**src/rtl/sdram_host_master.sv**
```systemverilog
// sdram_host_master: host-side block initiator for the SDRAM controller.
// Takes one block command (direction, start word address, length) and runs
// that many single-word accesses at consecutive addresses, feeding write
// words from a valid/ready input stream and returning read words on a
// valid/ready output stream. Each access is bounded by a done timeout.
module sdram_host_master #(
  parameter int unsigned AW      = 24,
  parameter int unsigned DW      = 16,
  parameter int unsigned LW      = 16,
  parameter int unsigned TIMEOUT = 1023
) (
  input  logic          clk,
  input  logic          reset_l,
  input  logic          cmd_valid,
  output logic          cmd_ready,
  input  logic          cmd_write,
  input  logic [AW-1:0] cmd_addr,
  input  logic [LW-1:0] cmd_len,
  input  logic          wdat_valid,
  output logic          wdat_ready,
  input  logic [DW-1:0] wdat,
  output logic          rdat_valid,
  input  logic          rdat_ready,
  output logic [DW-1:0] rdat,
  output logic          busy,
  output logic          xfer_done,
  output logic          xfer_err,
  output logic          host_rd_o,
  output logic          host_wr_o,
  output logic [AW-1:0] host_addr_o,
  output logic [DW-1:0] host_data_o,
  input  logic [DW-1:0] host_data_i,
  input  logic          host_done_i
);

  localparam logic [2:0] S_IDLE   = 3'd0;
  localparam logic [2:0] S_WFETCH = 3'd1;
  localparam logic [2:0] S_WACC   = 3'd2;
  localparam logic [2:0] S_RACC   = 3'd3;
  localparam logic [2:0] S_RHOLD  = 3'd4;
  localparam logic [2:0] S_FINISH = 3'd5;

  // Counter wide enough to hold TIMEOUT; the abort fires on the cycle the
  // counter reaches TIMEOUT-1, i.e. after TIMEOUT cycles of waiting.
  localparam int unsigned   TW       = (TIMEOUT < 2) ? 1 : $clog2(TIMEOUT + 1);
  localparam logic [TW-1:0] TMO_LAST = TW'(TIMEOUT - 1);

  logic [2:0]    state_q,  state_d;
  logic [AW-1:0] addr_q,   addr_d;
  logic [LW-1:0] cnt_q,    cnt_d;
  logic [TW-1:0] tmo_q,    tmo_d;
  logic          err_q,    err_d;
  logic          live_q,   live_d;
  logic          rd_q,     rd_d;
  logic          wr_q,     wr_d;
  logic [DW-1:0] wdata_q,  wdata_d;
  logic [DW-1:0] rdat_q,   rdat_d;
  logic          rvalid_q, rvalid_d;
  logic          busy_q,   busy_d;
  logic          done_q,   done_d;
  logic          xerr_q,   xerr_d;
  logic          tmo_hit_s;

  // live_q keeps cmd_ready low until the first edge after reset releases
  assign cmd_ready   = live_q & (state_q == S_IDLE);
  assign wdat_ready  = (state_q == S_WFETCH) & wdat_valid;
  assign tmo_hit_s   = (tmo_q == TMO_LAST);

  assign rdat_valid  = rvalid_q;
  assign rdat        = rdat_q;
  assign busy        = busy_q;
  assign xfer_done   = done_q;
  assign xfer_err    = xerr_q;
  assign host_rd_o   = rd_q;
  assign host_wr_o   = wr_q;
  assign host_addr_o = addr_q;
  assign host_data_o = wdata_q;

  // Next-state and next-output logic for the block transfer sequencer
  always_comb begin
    state_d  = state_q;
    addr_d   = addr_q;
    cnt_d    = cnt_q;
    tmo_d    = tmo_q;
    err_d    = err_q;
    live_d   = 1'b1;
    rd_d     = rd_q;
    wr_d     = wr_q;
    wdata_d  = wdata_q;
    rdat_d   = rdat_q;
    rvalid_d = rvalid_q;
    busy_d   = busy_q;
    done_d   = 1'b0;
    xerr_d   = 1'b0;
    case (state_q)
      S_IDLE: begin
        if (cmd_valid && live_q) begin
          addr_d = cmd_addr;
          cnt_d  = cmd_len;
          busy_d = 1'b1;
          err_d  = 1'b0;
          tmo_d  = {TW{1'b0}};
          if (cmd_len == {LW{1'b0}}) begin
            state_d = S_FINISH;
          end else if (cmd_write) begin
            state_d = S_WFETCH;
          end else begin
            state_d = S_RACC;
            rd_d    = 1'b1;
          end
        end else begin
          state_d = S_IDLE;
        end
      end
      S_WFETCH: begin
        // a stalled write stream is waited on without any timeout
        if (wdat_valid) begin
          wdata_d = wdat;
          wr_d    = 1'b1;
          tmo_d   = {TW{1'b0}};
          state_d = S_WACC;
        end else begin
          state_d = S_WFETCH;
        end
      end
      S_WACC: begin
        if (host_done_i) begin
          wr_d   = 1'b0;
          addr_d = addr_q + AW'(1);
          cnt_d  = cnt_q - LW'(1);
          // going back through WFETCH guarantees a wr-low cycle between words
          if (cnt_q == LW'(1)) begin
            state_d = S_FINISH;
          end else begin
            state_d = S_WFETCH;
          end
        end else if (tmo_hit_s) begin
          wr_d    = 1'b0;
          err_d   = 1'b1;
          state_d = S_FINISH;
        end else begin
          tmo_d = tmo_q + TW'(1);
        end
      end
      S_RACC: begin
        if (host_done_i) begin
          rdat_d   = host_data_i;
          rvalid_d = 1'b1;
          rd_d     = 1'b0;
          addr_d   = addr_q + AW'(1);
          cnt_d    = cnt_q - LW'(1);
          state_d  = S_RHOLD;
        end else if (tmo_hit_s) begin
          rd_d    = 1'b0;
          err_d   = 1'b1;
          state_d = S_FINISH;
        end else begin
          tmo_d = tmo_q + TW'(1);
        end
      end
      S_RHOLD: begin
        // next read is only issued once the consumer has taken this word
        if (rdat_ready) begin
          rvalid_d = 1'b0;
          if (cnt_q == {LW{1'b0}}) begin
            state_d = S_FINISH;
          end else begin
            state_d = S_RACC;
            rd_d    = 1'b1;
            tmo_d   = {TW{1'b0}};
          end
        end else begin
          state_d = S_RHOLD;
        end
      end
      S_FINISH: begin
        done_d  = 1'b1;
        xerr_d  = err_q;
        busy_d  = 1'b0;
        state_d = S_IDLE;
      end
      default: begin
        state_d  = S_IDLE;
        rd_d     = 1'b0;
        wr_d     = 1'b0;
        rvalid_d = 1'b0;
        busy_d   = 1'b0;
      end
    endcase
  end

  // State and registered outputs; synchronous active-low reset clears all
  always_ff @(posedge clk) begin
    if (!reset_l) begin
      state_q  <= S_IDLE;
      addr_q   <= {AW{1'b0}};
      cnt_q    <= {LW{1'b0}};
      tmo_q    <= {TW{1'b0}};
      err_q    <= 1'b0;
      live_q   <= 1'b0;
      rd_q     <= 1'b0;
      wr_q     <= 1'b0;
      wdata_q  <= {DW{1'b0}};
      rdat_q   <= {DW{1'b0}};
      rvalid_q <= 1'b0;
      busy_q   <= 1'b0;
      done_q   <= 1'b0;
      xerr_q   <= 1'b0;
    end else begin
      state_q  <= state_d;
      addr_q   <= addr_d;
      cnt_q    <= cnt_d;
      tmo_q    <= tmo_d;
      err_q    <= err_d;
      live_q   <= live_d;
      rd_q     <= rd_d;
      wr_q     <= wr_d;
      wdata_q  <= wdata_d;
      rdat_q   <= rdat_d;
      rvalid_q <= rvalid_d;
      busy_q   <= busy_d;
      done_q   <= done_d;
      xerr_q   <= xerr_d;
    end
  end

endmodule

```
**config.mk**
```make
export PLATFORM = sky130hd
export DESIGN_NAME = sdram_host_master
export DESIGN_NICKNAME = d
export VERILOG_FILES = /design/src/rtl/sdram_host_master.sv
export SDC_FILE = /design/constraint.sdc
export NUM_CORES = 1
export LEC_CHECK = 0
export CAP_MARGIN = 40
export CORE_MARGIN = 3
export CORE_UTILIZATION = 44
export CTS_BUF_LIST = sky130_fd_sc_hd__clkbuf_4 sky130_fd_sc_hd__clkbuf_8
export DETAILED_ROUTE_END_ITERATION = 8
export GPL_ROUTABILITY_DRIVEN = 0
export PLACE_DENSITY_LB_ADDON = 0.05
export SLEW_MARGIN = 10
export SYNTH_ARGS = -nofsm -noshare
export SYNTH_HDL_FRONTEND = slang
export SYNTH_SLANG_ARGS = --single-unit
export TNS_END_PERCENT = 100
```
**constraint.sdc**
```tcl
create_clock -name clk -period 2.1 [get_ports clk]
set_input_delay 0.42 -clock clk [delete_from_list [all_inputs] [get_ports clk]]
set_output_delay 0.42 -clock clk [all_outputs]
set_load 0.02 [all_outputs]
```
# [After elaboration in Yosys (flattened, before gate mapping)]
# Index checks and enable logic that the tools add are counted.
[word_totals] ff_bits=93 input_bits=79 out_inout_bits=64
[classes] n_addsub=3 n_eq_ne=20 muxes=45 bitwise_logic=6 reduce_logical=21
[op_table] cell="2-to-1 mux 10 bit" count=6
[op_table] cell="2-to-1 mux 24 bit" count=2
[op_table] cell="one-hot mux 24 bit (2 select lines)" count=1
[op_table] cell="one-hot mux 10 bit (4 select lines)" count=1
[op_table] cell="logical NOT 16 bit" count=2
[op_table] cell="2-to-1 mux 16 bit" count=2
[op_table] cell="one-hot mux 16 bit (2 select lines)" count=1
[op_table] cell="adder 24 x 1 -> 24 bit, second input constant" count=1
[op_table] cell="2-to-1 mux 3 bit" count=8
[op_table] cell="equality test 16 x 1 -> 1 bit, second input constant" count=1
[op_table] cell="2-to-1 mux 1 bit" count=16
[op_table] cell="inequality test 2 bit, second input constant" count=8
[op_table] cell="subtractor 16 x 1 -> 16 bit, second input constant" count=1
[op_table] cell="one-hot mux 3 bit (5 select lines)" count=1
[op_table] cell="AND reduction 7 bit" count=2
[op_table] cell="OR reduction 4 bit" count=3
[op_table] cell="adder 10 x 1 -> 10 bit, second input constant" count=1
[op_table] cell="equality test 10 bit, second input constant" count=1
[op_table] cell="AND reduction 3 bit" count=3
[op_table] cell="AND reduction 2 bit" count=4
[op_table] cell="equality test 3 x 2 -> 1 bit, second input constant" count=2
[op_table] cell="equality test 3 bit, second input constant" count=2
[op_table] cell="inequality test 2 x 1 -> 1 bit, second input constant" count=3
[op_table] cell="inequality test 3 bit, second input constant" count=2
[op_table] cell="14 further kinds" count=21

# [Depth between registers and ports, before layout]
[logic_depth] word_depth=4 depth_mapped=7 mapped_depth_nobuf=7

# [Least setup slack after synthesis]
# OpenSTA, ideal clock, no wires.
[synth_timing] kind="register to register" start="reg addr_q[0], in the netlist host_addr_o[0]" end="reg addr_q[14], in the netlist host_addr_o[14]" setup_ps=92 arrival_ps=1959 t_required_ps=2008 slack_ps=50 stages_incl_launch_ff=7 synth_period_minus_slack_ps=2050 cell_sequence="dfxtp_1 ha_1 nand3_1 nor4_2 a21o_1 a21oi_1 nor4_1"
[synth_between] elab_chain_len=3
[synth_lines] item="from (decl)" line_no="49" rtl="logic [AW-1:0] addr_q, addr_d;"
[synth_lines] item="from (signal assigned)" line_no="196" rtl="addr_q <= {AW{1'b0}};"
[synth_lines] item="from (signal assigned)" line_no="211" rtl="addr_q <= addr_d;"
[synth_lines] item="adder 24 x 1 -> 24 bit" line_no="129, 150"
[synth_lines] item="2-to-1 mux 24 bit" line_no="127, 146"
[synth_lines] item="one-hot mux 24 bit (2 select lines)" line_no="95" rtl="case (state_q)"
# Every way passes these cells. The select of a mux whose other input is x is not followed.
# A chain may end at the register's enable or synchronous reset.

# [Final worst setup path]
[layout_timing] start="in wdat_valid" end="out wdat_ready"
[layout_between] elab_chain_len=1
[layout_lines] item="from (decl)" line_no="19" rtl="input logic wdat_valid,"
[layout_lines] item="bitwise AND 1 bit" line_no="66" rtl="assign wdat_ready = (state_q == S_WFETCH) & wdat_valid;"
[layout_lines] item="to (decl)" line_no="20" rtl="output logic wdat_ready,"
# Every way passes these cells.

==> results.sh <==
export IMPL_grt_max_degree=43
export IMPL_power_leakage_nw=2.35
export IMPL_max_vdd_ir_drop_uv=336
export IMPL_cts_hold_buffers=0
export IMPL_seqPwrFrac=0.465
export IMPL_core_area_um2=10400
export IMPL_antenna_found_initial=0
export IMPL_finalNetCount=851
export IMPL_netlist_area_leader_share=0.394
export IMPL_n_fill_cell=936
export IMPL_grt_pass1_wl_mm=22.4
export IMPL_finalHoldViolations=0
export IMPL_post_cts_setup_buffers=0
export IMPL_end_kind="primary output"
export IMPL_finalMaxSlewViolations=0
export IMPL_multi_input_area_um2=2660
export IMPL_path_class="input pin to primary output"
export IMPL_worstSkewPairLatency_ps=360
export IMPL_syn_avg_cell_area_um2=7.61
export IMPL_drt_pass1_iter_count=5
export IMPL_p_switching_mw=1.35
export IMPL_port_buffers=142
export IMPL_yosysSeqAreaShare=0.394
export IMPL_final_common_cell="clkdlybuf4s50_1"
export IMPL_fin_crit_sh=0.944
export IMPL_dp_hpwl_mm=9.80
export IMPL_fin_tns_setup_ps=0
export IMPL_cts_clk_slew_worst_paths_ps=90
export IMPL_vias_per_cell=5.69
export IMPL_max_cap_violations=0
export IMPL_die_h_um=110
export IMPL_swShare=0.317
export IMPL_power_density_nw_per_um2=641
export IMPL_start_util=0.456
export IMPL_synth_edff_count=0
export IMPL_ys_warnings_count=0
export IMPL_pin_count=143
export IMPL_cts_num_sinks=93
export IMPL_min_path_type="flop to flop"
export IMPL_required_ps=1680
export IMPL_seq_area_um2=1860
export IMPL_overflow=0
export IMPL_insertedDiodeCount=0
export IMPL_die_area_um2=12000
export IMPL_dr_total_vias=5158
export IMPL_hold_slack_ps=456
export IMPL_rsz0062_at_grt="no"
export IMPL_grt_pass1_vias=4731
export IMPL_p_int_mw=2.91
export IMPL_synth_area_um2=4720
export IMPL_cts_tree="built"
export IMPL_worstPathMaxFanout=2
export IMPL_synthTopCellsByArea="dfxtp_1 (39%), a21oi_1 (9.0%), nand2_1 (7.7%)"
export IMPL_drt_iter0_drc=347
export IMPL_yosysUniqueCellTypes=61
export IMPL_mostFrequentLayoutCells="clkdlybuf4s50_1 (140), nand2_1 (97), dfxtp_1 (92)"
export IMPL_critPathSlowestCell="clkdlybuf4s50_1"
export IMPL_power_total_mw=4.26
export IMPL_start_kind="input pin"
export IMPL_area_growth_pct=40.8
export IMPL_htree_levels=3
export IMPL_remaining_drc_errors=0
export IMPL_wire_per_inst_um=15.3
export IMPL_pwr_share_comb=0.281
export IMPL_synthArstFlopShare=0
export IMPL_p_clk_frac=0.254
export IMPL_fin_area_um2=6650
export IMPL_post_synth_top_area_cell="dfxtp_1"
export IMPL_root_buffer="clkbuf_8"
export IMPL_path_cells="clkdlybuf4s50_1 -> nand3_1 -> clkinv_1 -> dlygate4sd2_1"
export IMPL_ys_seq_elements=93
export IMPL_finClkSkew_ps=9.66
export IMPL_tightest_slew_ps=533
export IMPL_path_buf_inv=3
export IMPL_place_area_um2=6470
export IMPL_ant_nets=0
export IMPL_drive_above_1_share=0.104
export IMPL_die_w_um=110
export IMPL_fmax_ghz=0.504
export IMPL_crit_arrival_ps=1560
export IMPL_run_status="finished clean"
export IMPL_postSynthCellCount=621
export IMPL_clk_path_buf_depth=2
export IMPL_crit_family="buffers and inverters"
export IMPL_drt_wl_total_mm=13.8
export IMPL_critical_path_max_stage_delay_ps=510
export IMPL_cts_inserted_buffers=9
export IMPL_slew_limit_headroom=0.642
export IMPL_setup_viol=0
export IMPL_final_util=0.641
export IMPL_synth_fp_nets=705
export IMPL_min_period_ps=1980
export IMPL_std_cell_rows=37
export IMPL_grtUsageTotal=0.231
export IMPL_ys_dominant_reg_cell="dfxtp_1"
==> cells in the mapped netlist (all sizes together), types with 3 or more instances <==
| master | n |
|---|---|
| or4 | 4 |
| and2 | 8 |
| nand3 | 21 |
| ha | 5 |
| nand4 | 11 |
| nor3 | 18 |
| inv | 12 |
| nand3b | 6 |
| o211ai | 3 |
| a21oi | 85 |
| clkbuf | 31 |
| nand2 | 97 |
| o221a | 9 |
| nor3b | 3 |
| a21o | 6 |
| nor4 | 13 |
| a41oi | 4 |
| a22oi | 4 |
| o21ai | 47 |
| buf | 11 |
| a211oi | 10 |
| and3 | 8 |
| a31oi | 10 |
| dfxtp | 93 |
| nor2 | 62 |
| o31ai | 7 |
==> registers in the layout, indices dropped and copies added (netlist names) <==
signal / cells
busy: 1
cnt_q: 16
err_q: 1
host_addr_o: 24
host_data_o: 16
host_rd_o: 1
host_wr_o: 1
live_q: 1
rdat: 16
rdat_valid: 1
state_q: 3
tmo_q: 10
xfer_done: 1
xfer_err: 1
==> final timing paths <==
kind	cells after the start	from	endpoint	slack (ps)
min	2	rdat[3]	rdat[3]	460
min reg2reg	2	rdat[3]	rdat[3]	460
max reg2reg	6	cnt_q[1]	cnt_q[13]	120
max	4	wdat_valid	wdat_ready	120
==> power by group through the flow <==
stage / Combinational (mW) / Sequential, mW / Clock [mW]
after floorplan: 0.590 / 2.08 / 0
after global placement: 1.17 / 2.01 / 0
after detailed placement: 1.18 / 2.02 / 0
after CTS: 1.19 / 1.98 / 1.12
after global routing: 1.31 / 2.00 / 1.18
final: 1.20 / 1.98 / 1.08
==> cell families after synthesis <==
logic type / after synthesis / share of synthesized area
adder cells (fa/ha/maj): 5 / 0.0132
buffers and inverters: 55 / 0.0516
AND/OR/NAND/NOR: 265 / 0.272
multiplexers: 2 / 0.00424
AO/OA/AOI/OAI: 201 / 0.265
flip-flops: 93 / 0.394
==> area by class of cell <==
cell class,instances,share of cell area
Clock buffer,11,0.0218
Clock inverter,4,0.00376
Inverter,13,0.00734
Multi-Input combinational cell,473,0.399
Sequential cell,93,0.280
Tap cell,136,0.0256
Timing Repair Buffer,177,0.262
==> per-layer routing <==
metal | up-vias | wire length, um | track usage
li1 | 2546 | - | -
met3 | 21 | 1040 | 0.0575
met2 | 172 | 6510 | 0.382
met5 | - | 0 | 0
met1 | 2419 | 6030 | 0.294
met4 | 0 | 253 | 0.0810
==> what timing repair did <==
item,in CTS,in global routing
endpoints found under the setup margin,2,17
pin swaps,0,3
resized for setup,2,5
==> worst min-delay path, cell delays in order (launching register included) <==
cell and delay [ps]:
dfxtp_1 320, nand2_1 50, a21oi_1 50
==> through the flow <==
step,worst slack (ps),std cells
floorplan,49.6,621
global placement,-191,892
detailed placement,-230,892
CTS,11.4,907
global route,9.18,907
finish,118,907
No activity file was read; power rests on OpenSTA's default activity.
